## src/rtl/arbitro_ie_if.sv

```systemverilog
// Requester/arbiter bundle for arbitro_ie.
// master = requester side, slave = arbiter side.
interface arbitro_ie_if;
    logic       REQ_IE01;
    logic       REQ_IE02;
    logic [1:0] PERF_IE01;
    logic [1:0] PERF_IE02;
    logic       GNT_IE01;
    logic       GNT_IE02;
    logic       TIMEOUT;
    logic       STARVE_OVR;

    modport master (
        output REQ_IE01, REQ_IE02,
        output PERF_IE01, PERF_IE02,
        input  GNT_IE01, GNT_IE02,
        input  TIMEOUT, STARVE_OVR
    );

    modport slave (
        input  REQ_IE01, REQ_IE02,
        input  PERF_IE01, PERF_IE02,
        output GNT_IE01, GNT_IE02,
        output TIMEOUT, STARVE_OVR
    );
endinterface

```

## src/rtl/arbitro_ie.sv

```systemverilog
// Two-way registered arbiter for IE01/IE02 with hold limit,
// timeout penalty and starvation override.
module arbitro_ie #(
    parameter int MAX_HOLD     = 8,
    parameter int STARVE_LIMIT = 3
) (
    input logic         clk,
    input logic         rst,
    arbitro_ie_if.slave bus
);
    localparam int HW = $clog2(MAX_HOLD);
    localparam int SW = $clog2(STARVE_LIMIT + 1);
    localparam logic [HW-1:0] HOLD_LAST = HW'(MAX_HOLD - 1);
    localparam logic [SW-1:0] LIM = SW'(STARVE_LIMIT);

    typedef enum logic [1:0] {
        IDLE,
        GRANT1,
        GRANT2
    } state_t;

    state_t        state, state_nxt;
    logic [HW-1:0] hold_cnt, hold_nxt;
    logic [SW-1:0] starve01, starve01_nxt;
    logic [SW-1:0] starve02, starve02_nxt;
    logic          pen01, pen01_nxt;
    logic          pen02, pen02_nxt;
    logic          gnt1, gnt2;
    logic          timeout, timeout_nxt;
    logic          sovr, sovr_nxt;
    logic          pick2;
    logic          both;

    assign both = bus.REQ_IE01 && bus.REQ_IE02;

    always_comb begin
        state_nxt    = state;
        hold_nxt     = hold_cnt;
        starve01_nxt = starve01;
        starve02_nxt = starve02;
        pen01_nxt    = pen01;
        pen02_nxt    = pen02;
        timeout_nxt  = 1'b0;
        sovr_nxt     = 1'b0;
        pick2        = 1'b0;
        unique case (state)
            IDLE: begin
                if (bus.REQ_IE01 || bus.REQ_IE02) begin
                    // first matching rule decides the winner
                    if (!bus.REQ_IE02) begin
                        pick2 = 1'b0;
                    end else if (!bus.REQ_IE01) begin
                        pick2 = 1'b1;
                    end else if (starve01 == LIM) begin
                        pick2    = 1'b0;
                        sovr_nxt = 1'b1;
                    end else if (starve02 == LIM) begin
                        pick2    = 1'b1;
                        sovr_nxt = 1'b1;
                    end else if (pen01) begin
                        pick2 = 1'b1;
                    end else if (pen02) begin
                        pick2 = 1'b0;
                    end else begin
                        pick2 = bus.PERF_IE01 < bus.PERF_IE02;
                    end
                    state_nxt = pick2 ? GRANT2 : GRANT1;
                    hold_nxt  = '0;
                    pen01_nxt = 1'b0;
                    pen02_nxt = 1'b0;
                    if (pick2) begin
                        starve02_nxt = '0;
                        if (both && starve01 != LIM)
                            starve01_nxt = starve01 + SW'(1);
                    end else begin
                        starve01_nxt = '0;
                        if (both && starve02 != LIM)
                            starve02_nxt = starve02 + SW'(1);
                    end
                end
            end
            GRANT1: begin
                if (!bus.REQ_IE01) begin
                    state_nxt = IDLE;
                end else if (hold_cnt == HOLD_LAST) begin
                    state_nxt   = IDLE;
                    timeout_nxt = 1'b1;
                    pen01_nxt   = 1'b1;
                end else begin
                    hold_nxt = hold_cnt + HW'(1);
                end
            end
            GRANT2: begin
                if (!bus.REQ_IE02) begin
                    state_nxt = IDLE;
                end else if (hold_cnt == HOLD_LAST) begin
                    state_nxt   = IDLE;
                    timeout_nxt = 1'b1;
                    pen02_nxt   = 1'b1;
                end else begin
                    hold_nxt = hold_cnt + HW'(1);
                end
            end
            default: state_nxt = IDLE;
        endcase
    end

    always_ff @(posedge clk) begin
        if (rst) begin
            state    <= IDLE;
            hold_cnt <= '0;
            starve01 <= '0;
            starve02 <= '0;
            pen01    <= 1'b0;
            pen02    <= 1'b0;
            gnt1     <= 1'b0;
            gnt2     <= 1'b0;
            timeout  <= 1'b0;
            sovr     <= 1'b0;
        end else begin
            state    <= state_nxt;
            hold_cnt <= hold_nxt;
            starve01 <= starve01_nxt;
            starve02 <= starve02_nxt;
            pen01    <= pen01_nxt;
            pen02    <= pen02_nxt;
            gnt1     <= state_nxt == GRANT1;
            gnt2     <= state_nxt == GRANT2;
            timeout  <= timeout_nxt;
            sovr     <= sovr_nxt;
        end
    end

    assign bus.GNT_IE01   = gnt1;
    assign bus.GNT_IE02   = gnt2;
    assign bus.TIMEOUT    = timeout;
    assign bus.STARVE_OVR = sovr;
endmodule

```

## src/flat_wrapper.sv

```systemverilog
// flat-port wrapper written by rule: the top's interface ports become plain ports
module arbitro_ie_flat 
#(
    parameter int MAX_HOLD     = 8,
    parameter int STARVE_LIMIT = 3
)
  (clk, rst, bus_REQ_IE01, bus_REQ_IE02, bus_PERF_IE01, bus_PERF_IE02, bus_GNT_IE01, bus_GNT_IE02, bus_TIMEOUT, bus_STARVE_OVR);
  arbitro_ie_if bus_i ();
  input logic clk;
  input logic rst;
  input wire logic [$bits(bus_i.REQ_IE01)-1:0] bus_REQ_IE01;
  input wire logic [$bits(bus_i.REQ_IE02)-1:0] bus_REQ_IE02;
  input wire logic [$bits(bus_i.PERF_IE01)-1:0] bus_PERF_IE01;
  input wire logic [$bits(bus_i.PERF_IE02)-1:0] bus_PERF_IE02;
  output wire logic [$bits(bus_i.GNT_IE01)-1:0] bus_GNT_IE01;
  output wire logic [$bits(bus_i.GNT_IE02)-1:0] bus_GNT_IE02;
  output wire logic [$bits(bus_i.TIMEOUT)-1:0] bus_TIMEOUT;
  output wire logic [$bits(bus_i.STARVE_OVR)-1:0] bus_STARVE_OVR;
  assign bus_i.REQ_IE01 = bus_REQ_IE01;
  assign bus_i.REQ_IE02 = bus_REQ_IE02;
  assign bus_i.PERF_IE01 = bus_PERF_IE01;
  assign bus_i.PERF_IE02 = bus_PERF_IE02;
  assign bus_GNT_IE01 = bus_i.GNT_IE01;
  assign bus_GNT_IE02 = bus_i.GNT_IE02;
  assign bus_TIMEOUT = bus_i.TIMEOUT;
  assign bus_STARVE_OVR = bus_i.STARVE_OVR;
  arbitro_ie #(.MAX_HOLD(MAX_HOLD), .STARVE_LIMIT(STARVE_LIMIT)) u_core (.clk(clk), .rst(rst), .bus(bus_i));
endmodule
```

## config.mk

```make
export PLATFORM = sky130hd
export DESIGN_NAME = arbitro_ie_flat
export DESIGN_NICKNAME = d
export VERILOG_FILES = /design/src/rtl/arbitro_ie_if.sv /design/src/rtl/arbitro_ie.sv /design/src/flat_wrapper.sv
export SDC_FILE = /design/constraint.sdc
export NUM_CORES = 1
export LEC_CHECK = 0
export CAP_MARGIN = 20
export CORE_MARGIN = 4
export CORE_UTILIZATION = 40
export CTS_CLUSTER_SIZE = 28
export DETAILED_ROUTE_END_ITERATION = 6
export GPL_TIMING_DRIVEN = 0
export SLEW_MARGIN = 10
export SYNTH_ARGS = -nofsm -noshare
export SYNTH_HDL_FRONTEND = slang
export SYNTH_SLANG_ARGS = --single-unit
export TNS_END_PERCENT = 20
```

## constraint.sdc

```tcl
create_clock -name clk -period 1.8 [get_ports clk]
set_input_delay 0.54 -clock clk [delete_from_list [all_inputs] [get_ports clk]]
set_output_delay 0.54 -clock clk [all_outputs]
set_load 0.02 [all_outputs]
```

==> results_dict.tcl <==
set metrics [dict create \
    status "finished clean" \
    ys_seq_area_share_pct 34.8 \
    synth_edf_count 0 \
    yosysMostFrequentCell "dfxtp_1" \
    globalplace.congestion 0.778 \
    tightestPinTransition_ps 488 \
    worst_setup_path_end_kind "output port" \
    dr.pass1.iters 4 \
    synth_top_area_cell "dfxtp_1" \
    power.leakage_nw 0.429 \
    floorplan.initialDensity_pct 43.1 \
    rsz0062_at_grt "no" \
    crit_arrival_ps 1200 \
    die_area_sq_um 2960 \
    syn_to_final_growth_pct 29.3 \
    slowest_delay_ps 600 \
    insertion_delay_ps 280 \
    power_mw 0.758 \
    drv_slew 0 \
    grt_max_degree 11 \
    min_period_ps 1740 \
    synth.avg_cell_area_sq_um 9.17 \
    synthTopCellsByCount "dfxtp_1, a21oi_1, ha_1, o21ai_0, nand2_1" \
    cts_tree "done" \
    cp-start-kind "register" \
    pwr-share-seq_pct 47.6 \
    num_io_pins 12 \
    drt_iter0_markers 11 \
    slew_headroom_pct 67.5 \
    p_clk_share_pct 25.6 \
    hold_path.class "register to register" \
    hold_viol_final 0 \
    ys_seq_elements 15 \
    cts_buffer_depth 2 \
    path_clk_slew_ps 90 \
    max_clock_freq_ghz 0.576 \
    drc 0 \
    fp.dieH_um 54.4 \
    ys_types 36 \
    critical_path_class "register to output port" \
    cts.sink_count 15 \
    grt_overflow 0 \
    hpwl_um 1370 \
    via_per_inst 5.38 \
    cap_violations 0 \
    cp_max_fo 1 \
    yosysTopAreaCellShare_pct 34.8 \
    worstSetupStartpoint "u_core.bus.GNT_IE02" \
    power.switching_mw 0.228 \
    power_frac_comb_pct 26.8 \
    placed_cells 131 \
    nNetsFinal 132 \
    finalWorstSetupSlack_ps 62.6 \
    finalSetupViolCount 0 \
    irDropWorstVdd_uv 556 \
    htree_levels 1 \
    wirelength_um 1980 \
    period_share_pct 96.5 \
    holdWs_ps 463 \
    core_region_area_sq_um 2000 \
    synthCells 94 \
    grt_pass1_vias 752 \
    p_per_area_nw_per_um2 680 \
    crit_family "buffers and inverters" \
    worst_ep_required_time_ps 1260 \
    wire_per_inst_um 14.0 \
    layoutNonFillerInstCount 141 \
    reg2reg_slack_ps 70 \
    hp-start "u_core.starve01[1]" \
    synth_area_sq_um 862 \
    diodes 0 \
    clock_skew_ps 1.41 \
    r2r_start "u_core.hold_cnt[0]" \
    synthArstFlopShare_pct 0 \
    fp-row-count 16 \
    p_int_mw 0.530 \
    cts_buffers 3 \
    drtAntennaViolNets 0 \
    synthesis.nets 111 \
    yosysWarnings 0 \
    die_w_um 54.4 \
    ys.flop_type "dfxtp_1" \
    grt_usage_pct 15.9 \
    vias 759 \
    numPortBuffers 10 \
    cp_num_buf_inv 1 \
    crit_chain "clkdlybuf4s50_1" \
    layout-drive-gt1-share_pct 23.7 \
    slowest_stage "clkdlybuf4s50_1" \
    grt_antenna_before_repair 0 \
    pre_cts_ws_ps -639 \
    netSwitchingFraction_pct 30.1 \
    grt_pass1_wl_um 3370 \
    clk_root_buffer_cell "clkbuf_4" \
    synthTopCellsByArea "dfxtp_1, ha_1, a21oi_1" \
]
[cells by family (layout without fill, tap and decap cells)]
kind of cell,after synthesis,in the layout,synth area share [%]
buffers and inverters,8,28,4.06
DFF,15,15,34.8
adders and majority gates,9,9,13.1
muxes,1,1,1.16
AOI/OAI and AO/OA,30,30,25.3
and+or+nand+nor,31,31,21.6
[registers in the layout (all words and copies together), names as in the netlist]
name,count
u_core.bus.STARVE_OVR,1
u_core.state,2
u_core.pen02,1
u_core.bus.TIMEOUT,1
u_core.pen01,1
u_core.bus.GNT_IE01,1
u_core.starve02,2
u_core.hold_cnt,3
u_core.bus.GNT_IE02,1
u_core.starve01,2
[worst paths after layout]
kind,depth (start not counted),to
min,2,u_core.starve01[1]
max reg2reg,4,u_core.bus.GNT_IE02
max,1,bus_GNT_IE02
min reg2reg,2,u_core.starve01[1]
[per-stage QoR]
step | util, % | area (sq um) | TNS (ps)
final | 55.7 | 1110 | 0
after global routing | 55.7 | 1110 | 0
after CTS | 54.5 | 1090 | 0
after detailed placement | 50.6 | 1010 | -4610
after global placement | 50.6 | 1010 | -4490
after floorplan | - | 880 | 0
[power by group through the flow]
stage | sequential [mW] | clock (mW) | combinational [mW]
finish | 0.361 | 0.194 | 0.203
global route | 0.363 | 0.218 | 0.223
CTS | 0.360 | 0.203 | 0.196
detailed placement | 0.368 | 0 | 0.180
global placement | 0.368 | 0 | 0.178
floorplan | 0.371 | 0 | 0.122
[placed cells by master (no fill, tap or decap), types with 2 or more instances in the layout]
| master | instances |
|---|---|
| ha_1 | 7 |
| nor2_1 | 4 |
| inv_1 | 4 |
| clkdlybuf4s15_1 | 2 |
| nor2b_1 | 2 |
| buf_4 | 7 |
| dfxtp_2 | 3 |
| dfxtp_1 | 12 |
| o21ai_0 | 9 |
| clkdlybuf4s50_1 | 5 |
| nand3_1 | 5 |
| clkbuf_1 | 2 |
| clkbuf_4 | 3 |
| nand2b_4 | 2 |
| nand2_1 | 6 |
| dlygate4sd2_1 | 3 |
| a21oi_1 | 10 |
| nand4_1 | 2 |
[cell type report]
type                    instances  area [sq um]
multi-input cells              71           568
flip-flops and latches         15           304
clock buffers                   4          26.3
inverters                       5          18.8
well taps                      27          33.8
fillers                       183           887
repair buffers                 16           141
plain buffers                   3          22.5
[timing repair]
action	CTS	global route
pin swaps	5	2
setup endpoints to repair	8	5
gates resized for setup	11	6
cloned	0	0
setup buffers	5	1
hold buffers	0	0
[per-layer routing]
layer,GRT usage [%],wire length [um],up-vias
met2,26.7,916,15
met4,4.15,13,0
met1,18.6,915,350
met3,6.27,134,2
li1,-,-,392
met5,0,0,-
Note: power is estimated with default switching activity, not from simulation.
